## config.mk

```make
export PLATFORM = sky130hd
export DESIGN_NAME = mem_stage_flat
export DESIGN_NICKNAME = d
export VERILOG_FILES = /design/src/rtl/mem_stage_if.sv /design/src/rtl/mem_stage.sv /design/src/flat_wrapper.sv
export SDC_FILE = /design/constraint.sdc
export NUM_CORES = 1
export LEC_CHECK = 0
export CORE_AREA = 2 2 142 144
export DETAILED_ROUTE_END_ITERATION = 6
export DIE_AREA = 0 0 144 146
export PLACE_DENSITY = 0.7
export SLEW_MARGIN = 15
export SYNTH_ARGS = -nofsm -noshare
export SYNTH_HDL_FRONTEND = slang
export SYNTH_SLANG_ARGS = --single-unit
```

## constraint.sdc

```tcl
create_clock -name clk -period 4.4 [get_ports clk]
set_clock_uncertainty 0.2 [all_clocks]
set_input_delay 0.44 -clock clk [delete_from_list [all_inputs] [get_ports clk]]
set_output_delay 0.44 -clock clk [all_outputs]
set_load 0.02 [all_outputs]
```

## src/rtl/mem_stage_if.sv

```systemverilog
// mem_stage data-memory bus.
// req/gnt request phase, rvalid response phase.
interface mem_stage_if;
    logic        dmem_req_o;
    logic        dmem_we_o;
    logic [31:0] dmem_addr_o;
    logic [3:0]  dmem_be_o;
    logic [31:0] dmem_wdata_o;
    logic        dmem_gnt_i;
    logic        dmem_rvalid_i;
    logic [31:0] dmem_rdata_i;

    modport master (
        output dmem_req_o,
        output dmem_we_o,
        output dmem_addr_o,
        output dmem_be_o,
        output dmem_wdata_o,
        input  dmem_gnt_i,
        input  dmem_rvalid_i,
        input  dmem_rdata_i
    );

    modport slave (
        input  dmem_req_o,
        input  dmem_we_o,
        input  dmem_addr_o,
        input  dmem_be_o,
        input  dmem_wdata_o,
        output dmem_gnt_i,
        output dmem_rvalid_i,
        output dmem_rdata_i
    );
endinterface

```

## src/rtl/mem_stage.sv

```systemverilog
// RV32I memory-access stage.
// ALU results pass through; loads/stores run one dmem transaction.
module mem_stage #(
    parameter int OPW = 11
) (
    input  logic            clk,
    input  logic            rstl,
    input  logic            valid_exe_2_mem_i,
    output logic            ready_mem_2_exe_o,
    input  logic [OPW-1:0]  opcode_exe_2_mem_i,
    input  logic [4:0]      rd_exe_2_mem_i,
    input  logic [31:0]     rd_data_exe_2_mem_i,
    input  logic [31:0]     mem_address_i,
    input  logic [31:0]     mem_data_i,
    mem_stage_if.master     dmem,
    output logic            wb_valid_o,
    output logic            wb_we_o,
    output logic [4:0]      wb_rd_o,
    output logic [31:0]     wb_data_o,
    output logic            misaligned_o,
    output logic [31:0]     misaligned_addr_o
);

    localparam logic [OPW-1:0] OP_LH  = OPW'(0);
    localparam logic [OPW-1:0] OP_LB  = OPW'(1);
    localparam logic [OPW-1:0] OP_LW  = OPW'(2);
    localparam logic [OPW-1:0] OP_LBU = OPW'(3);
    localparam logic [OPW-1:0] OP_LHU = OPW'(4);
    localparam logic [OPW-1:0] OP_SW  = OPW'(5);
    localparam logic [OPW-1:0] OP_SH  = OPW'(6);
    localparam logic [OPW-1:0] OP_SB  = OPW'(7);

    typedef enum logic [1:0] {
        IDLE   = 2'd0,
        REQ    = 2'd1,
        WAIT_R = 2'd2
    } state_t;

    state_t state;
    state_t state_nxt;

    logic           accept;
    logic           is_mem;
    logic           is_store;
    logic           misal;
    logic [3:0]     be_in;
    logic [31:0]    wdata_in;

    logic [OPW-1:0] op_q;
    logic [4:0]     rd_q;
    logic [31:0]    addr_q;
    logic [3:0]     be_q;
    logic [31:0]    wdata_q;
    logic           we_q;

    logic [7:0]     ld_byte;
    logic [15:0]    ld_half;
    logic [31:0]    ld_data;

    assign accept   = valid_exe_2_mem_i & ready_mem_2_exe_o;
    assign is_mem   = opcode_exe_2_mem_i <= OP_SB;
    assign is_store = (opcode_exe_2_mem_i == OP_SW) |
                      (opcode_exe_2_mem_i == OP_SH) |
                      (opcode_exe_2_mem_i == OP_SB);

    // Alignment rule and store lane placement for the incoming op.
    always_comb begin
        misal    = 1'b0;
        be_in    = 4'b1111;
        wdata_in = 32'h0;
        unique case (1'b1)
            (opcode_exe_2_mem_i == OP_LH),
            (opcode_exe_2_mem_i == OP_LHU): begin
                misal = mem_address_i[0];
            end
            (opcode_exe_2_mem_i == OP_LW): begin
                misal = |mem_address_i[1:0];
            end
            (opcode_exe_2_mem_i == OP_SW): begin
                misal    = |mem_address_i[1:0];
                wdata_in = mem_data_i;
            end
            (opcode_exe_2_mem_i == OP_SH): begin
                misal    = mem_address_i[0];
                be_in    = mem_address_i[1] ? 4'b1100 : 4'b0011;
                wdata_in = {2{mem_data_i[15:0]}};
            end
            (opcode_exe_2_mem_i == OP_SB): begin
                be_in    = 4'b0001 << mem_address_i[1:0];
                wdata_in = {4{mem_data_i[7:0]}};
            end
            default: ;
        endcase
    end

    // State register.
    always_ff @(posedge clk) begin
        if (!rstl) state <= IDLE;
        else       state <= state_nxt;
    end

    // Next-state logic.
    always_comb begin
        state_nxt = state;
        unique case (state)
            IDLE: begin
                if (accept && is_mem && !misal) state_nxt = REQ;
            end
            REQ: begin
                if (dmem.dmem_gnt_i) state_nxt = we_q ? IDLE : WAIT_R;
            end
            WAIT_R: begin
                if (dmem.dmem_rvalid_i) state_nxt = IDLE;
            end
            default: state_nxt = IDLE;
        endcase
    end

    // State-decoded outputs.
    always_comb begin
        ready_mem_2_exe_o = (state == IDLE) & rstl;
        dmem.dmem_req_o   = (state == REQ);
    end

    assign dmem.dmem_we_o    = we_q;
    assign dmem.dmem_addr_o  = {addr_q[31:2], 2'b00};
    assign dmem.dmem_be_o    = be_q;
    assign dmem.dmem_wdata_o = wdata_q;

    // Capture the accepted memory op for the whole transaction.
    always_ff @(posedge clk) begin
        if (!rstl) begin
            op_q    <= '0;
            rd_q    <= '0;
            addr_q  <= '0;
            be_q    <= '0;
            wdata_q <= '0;
            we_q    <= 1'b0;
        end else if (accept && is_mem && !misal) begin
            op_q    <= opcode_exe_2_mem_i;
            rd_q    <= rd_exe_2_mem_i;
            addr_q  <= mem_address_i;
            be_q    <= be_in;
            wdata_q <= wdata_in;
            we_q    <= is_store;
        end
    end

    // Select and extend the returned load data.
    always_comb begin
        ld_byte = 8'h0;
        unique case (addr_q[1:0])
            2'd0: ld_byte = dmem.dmem_rdata_i[7:0];
            2'd1: ld_byte = dmem.dmem_rdata_i[15:8];
            2'd2: ld_byte = dmem.dmem_rdata_i[23:16];
            2'd3: ld_byte = dmem.dmem_rdata_i[31:24];
            default: ;
        endcase
        ld_half = addr_q[1] ? dmem.dmem_rdata_i[31:16]
                            : dmem.dmem_rdata_i[15:0];
        ld_data = dmem.dmem_rdata_i;
        unique case (1'b1)
            (op_q == OP_LB):  ld_data = {{24{ld_byte[7]}}, ld_byte};
            (op_q == OP_LBU): ld_data = {24'h0, ld_byte};
            (op_q == OP_LH):  ld_data = {{16{ld_half[15]}}, ld_half};
            (op_q == OP_LHU): ld_data = {16'h0, ld_half};
            default: ;
        endcase
    end

    // Writeback and misalignment pulses.
    always_ff @(posedge clk) begin
        if (!rstl) begin
            wb_valid_o        <= 1'b0;
            wb_we_o           <= 1'b0;
            wb_rd_o           <= '0;
            wb_data_o         <= '0;
            misaligned_o      <= 1'b0;
            misaligned_addr_o <= '0;
        end else begin
            wb_valid_o   <= 1'b0;
            misaligned_o <= 1'b0;
            if (accept && !is_mem) begin
                wb_valid_o <= 1'b1;
                wb_we_o    <= rd_exe_2_mem_i != 5'd0;
                wb_rd_o    <= rd_exe_2_mem_i;
                wb_data_o  <= rd_data_exe_2_mem_i;
            end else if (accept && misal) begin
                misaligned_o      <= 1'b1;
                misaligned_addr_o <= mem_address_i;
            end else if (state == REQ && dmem.dmem_gnt_i && we_q) begin
                wb_valid_o <= 1'b1;
                wb_we_o    <= 1'b0;
                wb_rd_o    <= rd_q;
            end else if (state == WAIT_R && dmem.dmem_rvalid_i) begin
                wb_valid_o <= 1'b1;
                wb_we_o    <= rd_q != 5'd0;
                wb_rd_o    <= rd_q;
                wb_data_o  <= ld_data;
            end
        end
    end

endmodule

```

## src/flat_wrapper.sv

```systemverilog
// flat-port wrapper written by rule: the top's interface ports become plain ports
module mem_stage_flat 
#(
    parameter int OPW = 11
)
  (clk, rstl, valid_exe_2_mem_i, ready_mem_2_exe_o, opcode_exe_2_mem_i, rd_exe_2_mem_i, rd_data_exe_2_mem_i, mem_address_i, mem_data_i, wb_valid_o, wb_we_o, wb_rd_o, wb_data_o, misaligned_o, misaligned_addr_o, dmem_dmem_req_o, dmem_dmem_we_o, dmem_dmem_addr_o, dmem_dmem_be_o, dmem_dmem_wdata_o, dmem_dmem_gnt_i, dmem_dmem_rvalid_i, dmem_dmem_rdata_i);
  mem_stage_if dmem_i ();
  input  logic clk;
  input  logic rstl;
  input  logic valid_exe_2_mem_i;
  output logic ready_mem_2_exe_o;
  input  logic [OPW-1:0] opcode_exe_2_mem_i;
  input  logic [4:0] rd_exe_2_mem_i;
  input  logic [31:0] rd_data_exe_2_mem_i;
  input  logic [31:0] mem_address_i;
  input  logic [31:0] mem_data_i;
  output logic wb_valid_o;
  output logic wb_we_o;
  output logic [4:0] wb_rd_o;
  output logic [31:0] wb_data_o;
  output logic misaligned_o;
  output logic [31:0] misaligned_addr_o;
  output wire logic [$bits(dmem_i.dmem_req_o)-1:0] dmem_dmem_req_o;
  output wire logic [$bits(dmem_i.dmem_we_o)-1:0] dmem_dmem_we_o;
  output wire logic [$bits(dmem_i.dmem_addr_o)-1:0] dmem_dmem_addr_o;
  output wire logic [$bits(dmem_i.dmem_be_o)-1:0] dmem_dmem_be_o;
  output wire logic [$bits(dmem_i.dmem_wdata_o)-1:0] dmem_dmem_wdata_o;
  input wire logic [$bits(dmem_i.dmem_gnt_i)-1:0] dmem_dmem_gnt_i;
  input wire logic [$bits(dmem_i.dmem_rvalid_i)-1:0] dmem_dmem_rvalid_i;
  input wire logic [$bits(dmem_i.dmem_rdata_i)-1:0] dmem_dmem_rdata_i;
  assign dmem_dmem_req_o = dmem_i.dmem_req_o;
  assign dmem_dmem_we_o = dmem_i.dmem_we_o;
  assign dmem_dmem_addr_o = dmem_i.dmem_addr_o;
  assign dmem_dmem_be_o = dmem_i.dmem_be_o;
  assign dmem_dmem_wdata_o = dmem_i.dmem_wdata_o;
  assign dmem_i.dmem_gnt_i = dmem_dmem_gnt_i;
  assign dmem_i.dmem_rvalid_i = dmem_dmem_rvalid_i;
  assign dmem_i.dmem_rdata_i = dmem_dmem_rdata_i;
  mem_stage #(.OPW(OPW)) u_core (.clk(clk), .rstl(rstl), .valid_exe_2_mem_i(valid_exe_2_mem_i), .ready_mem_2_exe_o(ready_mem_2_exe_o), .opcode_exe_2_mem_i(opcode_exe_2_mem_i), .rd_exe_2_mem_i(rd_exe_2_mem_i), .rd_data_exe_2_mem_i(rd_data_exe_2_mem_i), .mem_address_i(mem_address_i), .mem_data_i(mem_data_i), .dmem(dmem_i), .wb_valid_o(wb_valid_o), .wb_we_o(wb_we_o), .wb_rd_o(wb_rd_o), .wb_data_o(wb_data_o), .misaligned_o(misaligned_o), .misaligned_addr_o(misaligned_addr_o));
endmodule
```

==> summary.md, run 1 <==
| Metric | Value |
|---|---|
| Status | completed |
| Final min period | 2.86 ns |
| Layout cells sized above 1 | 0.0866 |
| Fill count | 1777 |
| Crit. End Element | flip-flop |
| Vias in the first global route | 7754 |
| Row cnt | 51 |
| Top post-synthesis cells by area | dfxtp_1 (41%), a21oi_1 (7.1%), o21ai_0 (5.5%), nand3_1 (5.0%), mux2i_1 (4.1%) |
| Startpoint Class | primary input |
| Setup bufs post-CTS | 0 |
| Crit path buffers/inverters | 2 |
| Cell count after synthesis | 885 |
| Dpl cells | 1342 |
| All-Layer GR Usage | 0.258 |
| CP max stage delay | 0.82 ns |
| Slew of the pin with the lowest slew margin | 1.02 ns |
| WP data required | 4.53 ns |
| Slowest CP cell | or4_1 |
| Routability cong. | 0.870 |
| Yosys cell types | 58 |
| PostCTS Resize Cnt | 0 |
| Max Slew Vio Count | 0 |
| Die Y-Extent | 146 um |
| Most frequent cells in the layout | clkdlybuf4s50_1 (289), dfxtp_1 (159), a21oi_1 (109) |
| P_leak | 3.76 nW |
| Starting Density | 0.400 |
| Post-CTS Hold Fix Bufs | 0 |
| Syn avg cell area | 8.73 um2 |
| Antenna violations before repair | 0 |
| Max Cap Violations | 0 |
| TritonCTS clock tree | built |
| Clock Tree Buf Depth | 2 |
| Final setup fails | 0 |
| CTS root buf | clkbuf_16 |
| Syn. warnings | 0 |
| Cells along the critical path | clkdlybuf4s50_1 -> or4_1 -> o31ai_4 -> buf_4 -> nand3_2 -> a311oi_1 |
| Die footprint | 0.0210 mm2 |
| N_diodes | 0 |
| Fin cells | 1373 |
| Type of the worst min-delay path | flip-flop to flip-flop |
| Overall Power | 3.38 mW |
| Layout Utilization | 0.577 |
| Yosys top cell by area | dfxtp_1 |
| Part of the Yosys area used for sequential elements | 0.412 |
| Tcrit/Tclk final | 0.651 |
| Asr flop ratio synth | 0 |
| Syn Std Cell Area | 0.00772 mm2 |
| Via density | 5.76 |
| Finished Cell Area | 0.0112 mm2 |
| Max FO, Critical Path | 34 |
| Crit path arrival time | 3.00 ns |
| Total overflow reported by the global router | 0 |
| IO Port Bufs | 289 |
| Commonest non-fill, non-tap cell in the layout | clkdlybuf4s50_1 |
| Clk Latency, worst-skew pair | 0.43 ns |
| Area grow syn2layout | 44.5% |
| Htree depth | 4 |
| Clock Pin Slew Worst Setup and Hold Paths | 0.06 ns |
| Sum Neg Setup Slack | 0 ns |
| Max frequency | 0.349 GHz |
| # IOs | 292 |
| Starting DRC count in detailed routing | 491 |
| CTS sink cnt | 159 |
| CTS Buf Count | 17 |
| Top cell type's share of synthesized area | 0.412 |
| Post-synth EDFFs | 0 |
| Ys flop type | dfxtp_1 |
| Total Wirelength | 27.6 mm |
| Synth Register Bits | 159 |
| Hold Fails Final Rpt | 0 |
| DPL Wire Length | 19.2 mm |
| CP Class | primary input to flip-flop |
| Post-DRT Antenna Nets | 0 |
| Core Area | 0.0193 mm2 |
| DRC viols | 0 |
| Final net count | 1245 |
| Max VDD drop | 288 uV |
| DP Area | 0.0106 mm2 |
| First-pass GRT wire length | 42.9 mm |
| 1st-pass router iterations | 5 |
| Chip width | 144 um |
| RSZ-0062 raised after global routing | no |
| Slew margin rel. | 0.321 |
| Detailed-route via count | 7905 |
| Largest net degree at the start of global routing | 88 |
| Crit path max-delay family | simple AND/OR/NAND/NOR gates |
| Wire per inst | 20.1 um |
| PD cells | 302 mW/mm2 |
layout make-up:
cell class	count	area, um2	share of cell area
Clock inverter	12	135	0.0121
Sequential cell	159	3180	0.285
Timing Repair Buffer	314	3090	0.277
Multi-Input combinational cell	599	3960	0.355
Inverter	5	21.3	0.00190
Tap cell	265	332	0.0297
Clock buffer	19	443	0.0397
metal layers:
metal / up-vias / share of wire / GRT usage
met5: - / 0 / 0
met4: 0 / 0.024 / 0.0863
met3: 42 / 0.11 / 0.0865
met2: 415 / 0.45 / 0.406
met1: 3721 / 0.42 / 0.331
li1: 3727 / - / -
metrics by stage:
step           hold WS [ns]  setup slack, ns
2_1_floorplan         0.250             1.99
3_3_place_gp          0.243             1.15
3_5_place_dp          0.260             1.10
4_1_cts               0.268             1.55
5_1_grt               0.285             1.40
6_report              0.264             1.54
flip-flops by register name (all words and copies together) (netlist names), 2 cells and up:
name	flops
u_core.misaligned_addr_o	32
u_core.wb_data_o	32
u_core.rd_q	5
u_core.wb_rd_o	5
u_core.addr_q	32
u_core.op_q	11
u_core.state	2
u_core.dmem.dmem_wdata_o	32
u_core.dmem.dmem_be_o	4
logic make-up (layout without fill, tap and decap cells):
group / count (synthesis) / after routing / share of synthesized area
compound gates: 315 / 315 / 0.263
simple gates: 233 / 233 / 0.164
flops: 159 / 159 / 0.412
buf+inv: 128 / 350 / 0.0829
mux: 48 / 48 / 0.0765
other cells: 1 / 2 / 0.000485
xor+xnor: 1 / 1 / 0.00113
power by group:
part / internal (mW) / switching (mW) / total [mW] / leakage, nW
Combinational: 0.211 / 0.206 / 0.417 / 2.20
Clock: 0.853 / 0.641 / 1.49 / 0.278
Sequential: 1.46 / 0.00918 / 1.47 / 1.29
final timing paths:
| path | startpoint | to | slack, ns | depth (start not counted) |
|---|---|---|---|---|
| hold reg to reg | u_core.dmem.dmem_wdata_o[5]$_SDFFE_PN0P_ | u_core.dmem.dmem_wdata_o[5]$_SDFFE_PN0P_ | 0.26 | 2 |
| hold / removal | u_core.dmem.dmem_wdata_o[5]$_SDFFE_PN0P_ | u_core.dmem.dmem_wdata_o[5]$_SDFFE_PN0P_ | 0.26 | 2 |
| setup / recovery | opcode_exe_2_mem_i[6] | u_core.wb_rd_o[0]$_SDFFE_PN0P_ | 1.54 | 6 |
| setup reg to reg | u_core.addr_q[1]$_SDFFE_PN0P_ | u_core.wb_data_o[14]$_SDFFE_PN0P_ | 1.63 | 4 |
worst register-to-register path, cell delays in order (launching register included):
cell      delay (ns)
dfxtp_1         0.85
mux4_2          0.61
nor2b_1         0.16
o211ai_1        0.61
o22ai_1         0.19
Yosys cell counts (2+ instances only):
| library cell | number |
|---|---|
| nor4_1 | 13 |
| o32ai_1 | 6 |
| or4_1 | 3 |
| buf_2 | 8 |
| buf_4 | 33 |
| a31oi_1 | 2 |
| and3_1 | 9 |
| and4_1 | 6 |
| buf_6 | 2 |
| nor2b_1 | 3 |
| a211oi_1 | 26 |
| nor3_1 | 11 |
| o211ai_1 | 4 |
| mux2_2 | 8 |
| clkbuf_1 | 76 |
| a32oi_1 | 26 |
| o21ai_0 | 85 |
| o211a_1 | 3 |
| nand2b_1 | 22 |
| inv_1 | 4 |
| nor2_1 | 11 |
| a311oi_2 | 9 |
| and2_1 | 7 |
| a21oi_1 | 109 |
| buf_1 | 3 |
| mux2i_1 | 32 |
| dfxtp_1 | 159 |
| a221oi_1 | 3 |
| o22ai_1 | 14 |
| nand2_1 | 49 |
| mux4_2 | 8 |
| a311oi_1 | 15 |
| nand4_1 | 10 |
| nand3_1 | 77 |
| a2111oi_0 | 6 |
No activity file was read; power rests on OpenSTA's default activity.
==> run 2, diff against run 1 <==
- clock period: 4.4 -> 3 ns (I/O delays scaled with it)
==> summary.md, run 2 (synthesis gave the netlist of run 1 again) <==
| Metric | Value |
|---|---|
| Max Cap Violations | 0 |
| PostCTS Resize Cnt | 0 |
| Die footprint | 0.0210 mm2 |
| Starting Density | 0.400 |
| Fill count | 1751 |
| First-pass GRT wire length | 41.5 mm |
| Starting DRC count in detailed routing | 468 |
| CTS Buf Count | 17 |
| Max VDD drop | 414 uV |
| DRC viols | 0 |
| Htree depth | 4 |
| Routability cong. | 0.860 |
| Die Y-Extent | 146 um |
| Final net count | 1267 |
| Sum Neg Setup Slack | 0 ns |
| Crit. End Element | flip-flop |
| Cells along the critical path | mux4_2 -> and4_1 -> a2111oi_0 -> o32ai_1 |
| Antenna violations before repair | 0 |
| Post-CTS Hold Fix Bufs | 0 |
| Clock Tree Buf Depth | 2 |
| Final hold slack | 0.245 ns |
| Area grow syn2layout | 47.6% |
| Commonest non-fill, non-tap cell in the layout | clkdlybuf4s50_1 |
| Area of the multi-input gates | 0.00396 mm2 |
| Setup bufs post-CTS | 0 |
| Overall Power | 4.92 mW |
| P_leak | 3.89 nW |
| CTS sink cnt | 159 |
| Chip width | 144 um |
| Total overflow reported by the global router | 0 |
| Max FO, Critical Path | 9 |
| Clk Latency, worst-skew pair | 0.42 ns |
| Max frequency | 0.380 GHz |
| CP max stage delay | 0.69 ns |
| Crit path arrival time | 2.72 ns |
| Slew margin rel. | 0.460 |
| Startpoint Class | flip-flop |
| Post-DRT Antenna Nets | 0 |
| Vias in the first global route | 7451 |
| All-Layer GR Usage | 0.252 |
| CP Class | flip-flop to flip-flop |
| Max Slew Vio Count | 0 |
| Most frequent cells in the layout | clkdlybuf4s50_1 (289), dfxtp_1 (159), a21oi_1 (109) |
| Wire per inst | 19.7 um |
| RSZ-0062 raised after global routing | no |
| Clock Pin Slew Worst Setup and Hold Paths | 0.07 ns |
| Row cnt | 51 |
| N_diodes | 0 |
| Status | completed |
| Type of the worst min-delay path | primary input to flip-flop |
| Final min period | 2.63 ns |
| Via density | 5.66 |
| Layout cells sized above 1 | 0.105 |
| Detailed-route via count | 7897 |
| Hold Fails Final Rpt | 0 |
| Slew of the pin with the lowest slew margin | 0.810 ns |
| DPL Wire Length | 19.2 mm |
| Tcrit/Tclk final | 0.877 |
| Largest net degree at the start of global routing | 140 |
| 1st-pass router iterations | 5 |
| Reg area | 0.00318 mm2 |
| Slowest CP cell | dfxtp_1 |
| TritonCTS clock tree | built |
| Total Wirelength | 27.5 mm |
| Core Area | 0.0193 mm2 |
| CTS root buf | clkbuf_16 |
| # IOs | 292 |
| PD cells | 431 mW/mm2 |
| WP data required | 3.09 ns |
| IO Port Bufs | 289 |
| Final setup fails | 0 |
==> run 2: cell types whose count changed in the layout (fill, tap and decap cells not counted), sizes merged <==
cell | previous run | this run
inv | 8 | 11
clkinv | 4 | 2
bufinv | 2 | 1
buf | 25 | 47
clkinvlp | 3 | 4
==> run 2: layout make-up <==
cell class                      instances  area share
Multi-Input combinational cell        599       0.347
Timing Repair Buffer                  336       0.292
Sequential cell                       159       0.279
Clock buffer                           19      0.0389
Tap cell                              265      0.0291
Clock inverter                         13      0.0112
Inverter                                5     0.00187
==> run 2: critical path, delay by kind of cell (launching register included) <==
family | cells | cell delay (ns)
AND/OR/NAND/NOR | 1 | 0.21
multiplexers | 1 | 0.58
flip-flops | 1 | 0.69
AO/OA/AOI/OAI | 2 | 0.81
==> run 2: worst paths after layout <==
path                                                          startpoint                                  endpoint  slack (ns)  cells after the start
worst max-delay path                       u_core.addr_q[0]$_SDFFE_PN0P_          u_core.wb_data_o[0]$_SDFFE_PN0P_        0.37                      4
worst min-delay path                             rd_data_exe_2_mem_i[15]         u_core.wb_data_o[15]$_SDFFE_PN0P_        0.24                      3
worst max register to register             u_core.addr_q[0]$_SDFFE_PN0P_          u_core.wb_data_o[0]$_SDFFE_PN0P_        0.37                      4
worst min register to register  u_core.dmem.dmem_wdata_o[7]$_SDFFE_PN0P_  u_core.dmem.dmem_wdata_o[7]$_SDFFE_PN0P_        0.26                      2
==> run 2: per-layer routing <==
metal,wire length [um],GRT usage,up-vias
li1,-,-,3780
met1,11400,0.321,3724
met2,12700,0.400,351
met3,2650,0.0790,42
met4,677,0.0887,0
met5,0,0,-
==> run 2: report_power, final <==
part / internal, mW / leakage, nW / switching, mW / total [mW]
sequential: 2.14 / 1.29 / 0.0135 / 2.15
combinational: 0.327 / 2.33 / 0.303 / 0.630
clock: 1.18 / 0.271 / 0.953 / 2.14
==> run 2: per-stage QoR <==
step | area [um2] | setup slack [ns] | utilization | std cells
2_1_floorplan | 7730 | 0.729 | - | 886
3_3_place_gp | 10800 | 0.164 | 0.560 | 1364
3_5_place_dp | 10800 | 0.189 | 0.560 | 1364
4_1_cts | 11400 | 0.379 | 0.590 | 1396
5_1_grt | 11400 | 0.220 | 0.590 | 1396
6_report | 11400 | 0.369 | 0.590 | 1396
